<file path="config.mk">
export PLATFORM = sky130hd
export DESIGN_NAME = rv32i_operand_stage
export DESIGN_NICKNAME = d
export VERILOG_FILES = /design/src/rtl/rv32i_operand_stage.sv
export SDC_FILE = /design/constraint.sdc
export NUM_CORES = 1
export LEC_CHECK = 0
export ABC_AREA = 0
export CAP_MARGIN = 15
export CORE_ASPECT_RATIO = 0.75
export CORE_UTILIZATION = 25
export DETAILED_ROUTE_END_ITERATION = 8
export PLACE_DENSITY = 0.49
export SLEW_MARGIN = 10
export SYNTH_ARGS = -nofsm -noshare
export SYNTH_HDL_FRONTEND = slang
export SYNTH_HIERARCHICAL = 1
export SYNTH_SLANG_ARGS = --single-unit
</file>
<file path="constraint.sdc">
create_clock -name clk -period 7.1 [get_ports clk]
set_clock_uncertainty 0.1 [all_clocks]
set_input_delay 1.42 -clock clk [delete_from_list [all_inputs] [get_ports clk]]
set_output_delay 1.42 -clock clk [all_outputs]
set_load 0.1 [all_outputs]
</file>
<file path="src/rtl/rv32i_operand_stage.sv">
// rv32i_operand_stage
//   Resolves rs1/rs2 against a priority-ordered set of forwarding sources,
//   builds ALU operands A and B, and registers them into the ID/EX boundary
//   behind a valid/ready handshake with load-use stall and flush.
//
// Ports
//   clk, rst_n               clock, async active-low reset
//   i_flush                  kill held and incoming operation
//   i_in_valid / o_in_ready  decode -> stage handshake
//   i_rs{1,2}_addr/_en/_data source index, read-enable (hazard only), RF data
//   i_imm, i_pc              immediate and PC
//   i_opa_sel, i_opb_sel     operand selects
//   i_fwd_valid/_busy/_rd/_data  forwarding sources, index 0 youngest
//   o_out_valid / i_out_ready    stage -> ALU handshake
//   o_op_a, o_op_b, o_store_data registered operands

// One source-operand lane: forwarding match plus load-use hazard.
module rv32i_operand_fwd_lane #(
  parameter int XLEN    = 32,
  parameter int NUM_FWD = 2
) (
  input  logic [4:0]              i_addr,
  input  logic                    i_en,
  input  logic [XLEN-1:0]         i_rf_data,
  input  logic [NUM_FWD-1:0]      i_fwd_valid,
  input  logic [NUM_FWD-1:0]      i_fwd_busy,
  input  logic [5*NUM_FWD-1:0]    i_fwd_rd,
  input  logic [XLEN*NUM_FWD-1:0] i_fwd_data,
  output logic [XLEN-1:0]         o_value,
  output logic                    o_hazard
);
  logic            w_hit;
  logic            w_busy;
  logic [XLEN-1:0] w_data;

  // Walk oldest to youngest so the lowest matching index wins; a busy
  // young match therefore shadows any older ready one.
  always_comb begin
    w_hit  = 1'b0;
    w_busy = 1'b0;
    w_data = '0;
    for (int i = NUM_FWD-1; i >= 0; i--) begin
      if (i_fwd_valid[i] && (i_fwd_rd[i*5 +: 5] == i_addr)) begin
        w_hit  = 1'b1;
        w_busy = i_fwd_busy[i];
        w_data = i_fwd_data[i*XLEN +: XLEN];
      end
    end
  end

  always_comb begin
    o_value  = i_rf_data;
    o_hazard = 1'b0;
    if (i_addr == 5'd0) begin
      o_value = '0;
    end else if (w_hit) begin
      o_value  = w_data;
      o_hazard = w_busy && i_en;
    end
  end
endmodule

module rv32i_operand_stage #(
  parameter int XLEN    = 32,
  parameter int NUM_FWD = 2
) (
  input  logic                    clk,
  input  logic                    rst_n,
  input  logic                    i_flush,
  input  logic                    i_in_valid,
  output logic                    o_in_ready,
  input  logic [4:0]              i_rs1_addr,
  input  logic [4:0]              i_rs2_addr,
  input  logic                    i_rs1_en,
  input  logic                    i_rs2_en,
  input  logic [XLEN-1:0]         i_rs1_data,
  input  logic [XLEN-1:0]         i_rs2_data,
  input  logic [XLEN-1:0]         i_imm,
  input  logic [XLEN-1:0]         i_pc,
  input  logic [1:0]              i_opa_sel,
  input  logic [1:0]              i_opb_sel,
  input  logic [NUM_FWD-1:0]      i_fwd_valid,
  input  logic [NUM_FWD-1:0]      i_fwd_busy,
  input  logic [5*NUM_FWD-1:0]    i_fwd_rd,
  input  logic [XLEN*NUM_FWD-1:0] i_fwd_data,
  output logic                    o_out_valid,
  input  logic                    i_out_ready,
  output logic [XLEN-1:0]         o_op_a,
  output logic [XLEN-1:0]         o_op_b,
  output logic [XLEN-1:0]         o_store_data
);
  localparam int NUM_SRC = 2;  // lane 0 = rs1, lane 1 = rs2

  logic [NUM_SRC-1:0][4:0]      w_addr;
  logic [NUM_SRC-1:0]           w_en;
  logic [NUM_SRC-1:0][XLEN-1:0] w_rf;
  logic [NUM_SRC-1:0][XLEN-1:0] w_val;
  logic [NUM_SRC-1:0]           w_haz;

  assign w_addr = {i_rs2_addr, i_rs1_addr};
  assign w_en   = {i_rs2_en, i_rs1_en};
  assign w_rf   = {i_rs2_data, i_rs1_data};

  for (genvar g = 0; g < NUM_SRC; g++) begin : g_src
    rv32i_operand_fwd_lane #(.XLEN(XLEN), .NUM_FWD(NUM_FWD)) u_lane (
      .i_addr      (w_addr[g]),
      .i_en        (w_en[g]),
      .i_rf_data   (w_rf[g]),
      .i_fwd_valid (i_fwd_valid),
      .i_fwd_busy  (i_fwd_busy),
      .i_fwd_rd    (i_fwd_rd),
      .i_fwd_data  (i_fwd_data),
      .o_value     (w_val[g]),
      .o_hazard    (w_haz[g])
    );
  end

  logic [XLEN-1:0] w_op_a;
  logic [XLEN-1:0] w_op_b;

  always_comb begin
    w_op_a = '0;
    case (i_opa_sel)
      2'd0:    w_op_a = w_val[0];
      2'd1:    w_op_a = i_pc;
      default: w_op_a = '0;
    endcase
  end

  always_comb begin
    w_op_b = '0;
    case (i_opb_sel)
      2'd0:    w_op_b = w_val[1];
      2'd1:    w_op_b = i_imm;
      2'd2:    w_op_b = XLEN'(4);
      default: w_op_b = '0;
    endcase
  end

  logic r_out_valid;
  logic w_capture;

  assign o_in_ready  = !(|w_haz) && (!r_out_valid || i_out_ready);
  assign w_capture   = i_in_valid && o_in_ready && !i_flush;
  assign o_out_valid = r_out_valid;

  always_ff @(posedge clk or negedge rst_n) begin
    if (!rst_n) begin
      r_out_valid  <= 1'b0;
      o_op_a       <= '0;
      o_op_b       <= '0;
      o_store_data <= '0;
    end else begin
      if (i_flush)
        r_out_valid <= 1'b0;
      else if (w_capture)
        r_out_valid <= 1'b1;
      else if (r_out_valid && i_out_ready)
        r_out_valid <= 1'b0;
      if (w_capture) begin
        o_op_a       <= w_op_a;
        o_op_b       <= w_op_b;
        o_store_data <= w_val[1];
      end
    end
  end
endmodule

</file>
==> run summary <==
==================================================================================
Wire length of the first global-routing pass                              49400 µm
Busiest grt layer                                                             met2
Clock Pin Slew Worst Setup and Hold Paths                                    70 ps
Global routing usage on met3                                                 7.21%
All-Layer GR Usage                                                           22.7%
Setup slack, reg-to-reg                                                    4640 ps
Worst supply voltage drop on vdd                                          0.153 mV
Startpoint types                                                        input port
Setup repair after global routing missed its margin                          false
Critical register-to-register path startpoint                         o_out_valid$_DFFE_PN0P_
Post-synthesis to final-layout area growth                                   51.2%
Number of hold-repair buffers added at the cts stage                             0
I/O pin count                                                                  325
Endpoints failing hold                                                           0
Fraction of post-synthesis cell area in the top cell type by area            33.1%
Min Hold Slack                                                              403 ps
Summed area of non-filler cells in the final layout                      11100 µm²
Top-count cell post-synth                                             sky130_fd_sc_hd__dfrtp_1
Maximum fanout along the worst path                                             31
Post-Syn Instances                                                             716
Worst endpoint required time                                               5580 ps
Post-synthesis async set-or-reset flop share                                  100%
Achievable frequency                                                       177 MHz
Maximum number of pins on one net before global-route repair                    66
CP Data Arrival Time                                                       4110 ps
Critical path endpoint category                                       primary output
Hold/Removal Path Class                                               flop to flop
Leakage dissipation                                                        4.22 nW
Via count of the first global-routing pass                                    7322
Skew-Pair Late Insertion Delay                                              370 ps
Normalized max-slew margin                                                   28.5%
Port Buffer Count                                                              324
Number of flops mapped to enable cells by yosys                                  0
Met1 track demand over resource                                              30.4%
Transition at the pin with the smallest max-transition slack               1070 ps
Sequential share of the synthesized area                                     33.1%
Per-instance average area after synthesis                                 10.2 µm²
Core footprint                                                           28400 µm²
Final worst path period share                                                79.4%
Post-route DRC violation count                                                   0
Placement-stage cell area                                                10800 µm²
Reported max-cap violation count                                                 0
Path depth of the worst reg2reg path                                             4
RD Place Congestion                                                          0.821
Drt pass-1 iters                                                                 5
Final setup viols                                                                0
Top cells by area in the synthesized netlist                          sky130_fd_sc_hd__dfrtp_1, sky130_fd_sc_hd__a311oi_2, sky130_fd_sc_hd__mux2_2, sky130_fd_sc_hd__mux2i_1, sky130_fd_sc_hd__mux2_4
Run status                                                            finished clean
Maximum buffer depth of the clock tree                                           2
Power per cell area                                                     246 nW/µm²
Total Nets Final                                                              1213
Net count after synthesis                                                      943
Clock tree from TritonCTS                                                      yes
Crit path to                                                            o_in_ready
Residual overflow from global routing                                            0
Detailed-route via count                                                      7114
TritonCTS sink count                                                            97
WS Path Type                                                          input port to primary output
Share of final-layout standard cells stronger than drive strength 1          21.3%
Routing usage on met2                                                        34.9%
Worst flop-to-flop path endpoint                                      o_op_b[19]$_DFFE_PN0P_
Detailed Place HPWL                                                       24300 µm
Post-synth top flop                                                   sky130_fd_sc_hd__dfrtp_1
Finished Core Util                                                           39.0%
Timing startpoint of the critical path                                i_rs2_addr[0]
Most area-hungry cell type in the Yosys netlist                       sky130_fd_sc_hd__dfrtp_1
Wirelength per Cell                                                        24.7 µm
Total wire length                                                         34100 µm
Register bit total from synthesis                                               97
Number of buffers inserted during clock tree synthesis                           9
Number of instances resized during post-cts repair                               0
Final setup TNS                                                               0 ps
Max Slew Vio Count                                                               0
Vias per Instance                                                             5.16
Number of antenna violations at the first check in global routing                3
Count of buffers added by post-CTS timing repair for setup                       0
Synth unique cells                                                              32
Vertical die dimension                                                      150 µm
# rows                                                                          53
Die Footprint                                                            30000 µm²
Drt initial violations                                                         339
Number of H-tree levels                                                          3
Initial core utilization                                                     25.8%
Remaining number of nets flagged by the antenna check after routing              0
Synth Cell Area                                                           7330 µm²
YS warnings                                                                      6
Crit path time final                                                       5630 ps
Horizontal extent of the die                                                200 µm
Clk Tree Root Cell                                                    sky130_fd_sc_hd__clkbuf_16
Most frequent cells after synthesis                                   sky130_fd_sc_hd__dfrtp_1, sky130_fd_sc_hd__mux2_2, sky130_fd_sc_hd__nor3_1
==================================================================================
where the power goes:
| part | internal [mW] | leakage, nW | total (mW) | switching (mW) |
|---|---|---|---|---|
| Combinational | 0.453 | 2.87 | 1.51 | 1.06 |
| Sequential | 0.654 | 1.22 | 0.714 | 0.0600 |
| Clock | 0.245 | 0.135 | 0.503 | 0.258 |
how the worst min path moves through the flow:
stage               slack [ps]                      endpoint  cells past startpoint                    startpoint
detailed placement         390  o_store_data[30]$_DFFE_PN0P_                      1  o_store_data[30]$_DFFE_PN0P_
global route               410  o_store_data[30]$_DFFE_PN0P_                      1  o_store_data[30]$_DFFE_PN0P_
floorplan                 1000       o_out_valid$_DFFE_PN0P_                      2       o_out_valid$_DFFE_PN0P_
finish                     400  o_store_data[23]$_DFFE_PN0P_                      1  o_store_data[23]$_DFFE_PN0P_
global placement           390        o_op_a[20]$_DFFE_PN0P_                      1        o_op_a[20]$_DFFE_PN0P_
CTS                        410         o_op_b[4]$_DFFE_PN0P_                      1         o_op_b[4]$_DFFE_PN0P_
cell families after synthesis:
kind of cell | Yosys count | synth area share, %
simple gates | 219 | 15.5
mux | 159 | 24.8
compound gates | 138 | 18.2
flops | 97 | 33.1
buf+inv | 83 | 5.96
xor+xnor | 20 | 2.39
critical path, stage by stage:
cell                              delay [ps]
sky130_fd_sc_hd__clkdlybuf4s50_1         530
sky130_fd_sc_hd__xnor2_1                 270
sky130_fd_sc_hd__nand4_2                 140
sky130_fd_sc_hd__or2_2                   710
sky130_fd_sc_hd__a41o_1                  410
sky130_fd_sc_hd__nor2_2                  230
sky130_fd_sc_hd__and2_1                  220
sky130_fd_sc_hd__buf_12                  180
through the flow:
| stage | setup slack [ps] | power [mW] | instances |
|---|---|---|---|
| floorplan | 2220 | 1.76 | 716 |
| global placement | 1460 | 2.23 | 1360 |
| detailed placement | 1460 | 2.23 | 1360 |
| CTS | 1450 | 2.75 | 1376 |
| global route | 1320 | 2.82 | 1377 |
| finish | 1470 | 2.73 | 1378 |
sequential cells by signal, summed over array words and instances (netlist names):
| signal | flops |
|---|---|
| o_store_data | 32 |
| o_op_b | 32 |
| o_out_valid | 1 |
| o_op_a | 32 |
routing by layer:
| layer | vias to the layer above | part of all wire (%) |
|---|---|---|
| met5 | - | 0.032 |
| met3 | 27 | 9.3 |
| li1 | 3288 | - |
| met1 | 3473 | 45 |
| met4 | 2 | 1.5 |
| met2 | 324 | 44 |
cell type report:
| type | count | area (µm²) |
|---|---|---|
| fillers | 2931 | 17300 |
| multi-input cells | 536 | 4510 |
| repair buffers | 342 | 3370 |
| flip-flops and latches | 97 | 2430 |
| well taps | 385 | 482 |
| clock buffers | 9 | 225 |
| clock inverters | 7 | 61.3 |
| diodes | 2 | 5.00 |
cell usage in the layout (no fill, tap or decap), types with 29 or more instances in the layout:
master,Yosys,layout
sky130_fd_sc_hd__nand4_1,62,62
sky130_fd_sc_hd__a311oi_2,60,60
sky130_fd_sc_hd__nor2_1,65,65
sky130_fd_sc_hd__mux2i_1,63,63
sky130_fd_sc_hd__mux2_2,67,67
sky130_fd_sc_hd__nor3_1,67,67
sky130_fd_sc_hd__mux2_4,29,29
sky130_fd_sc_hd__o21ai_0,61,61
sky130_fd_sc_hd__clkdlybuf4s50_1,0,317
sky130_fd_sc_hd__dfrtp_1,97,97
Power figures use the tool's default switching activity.
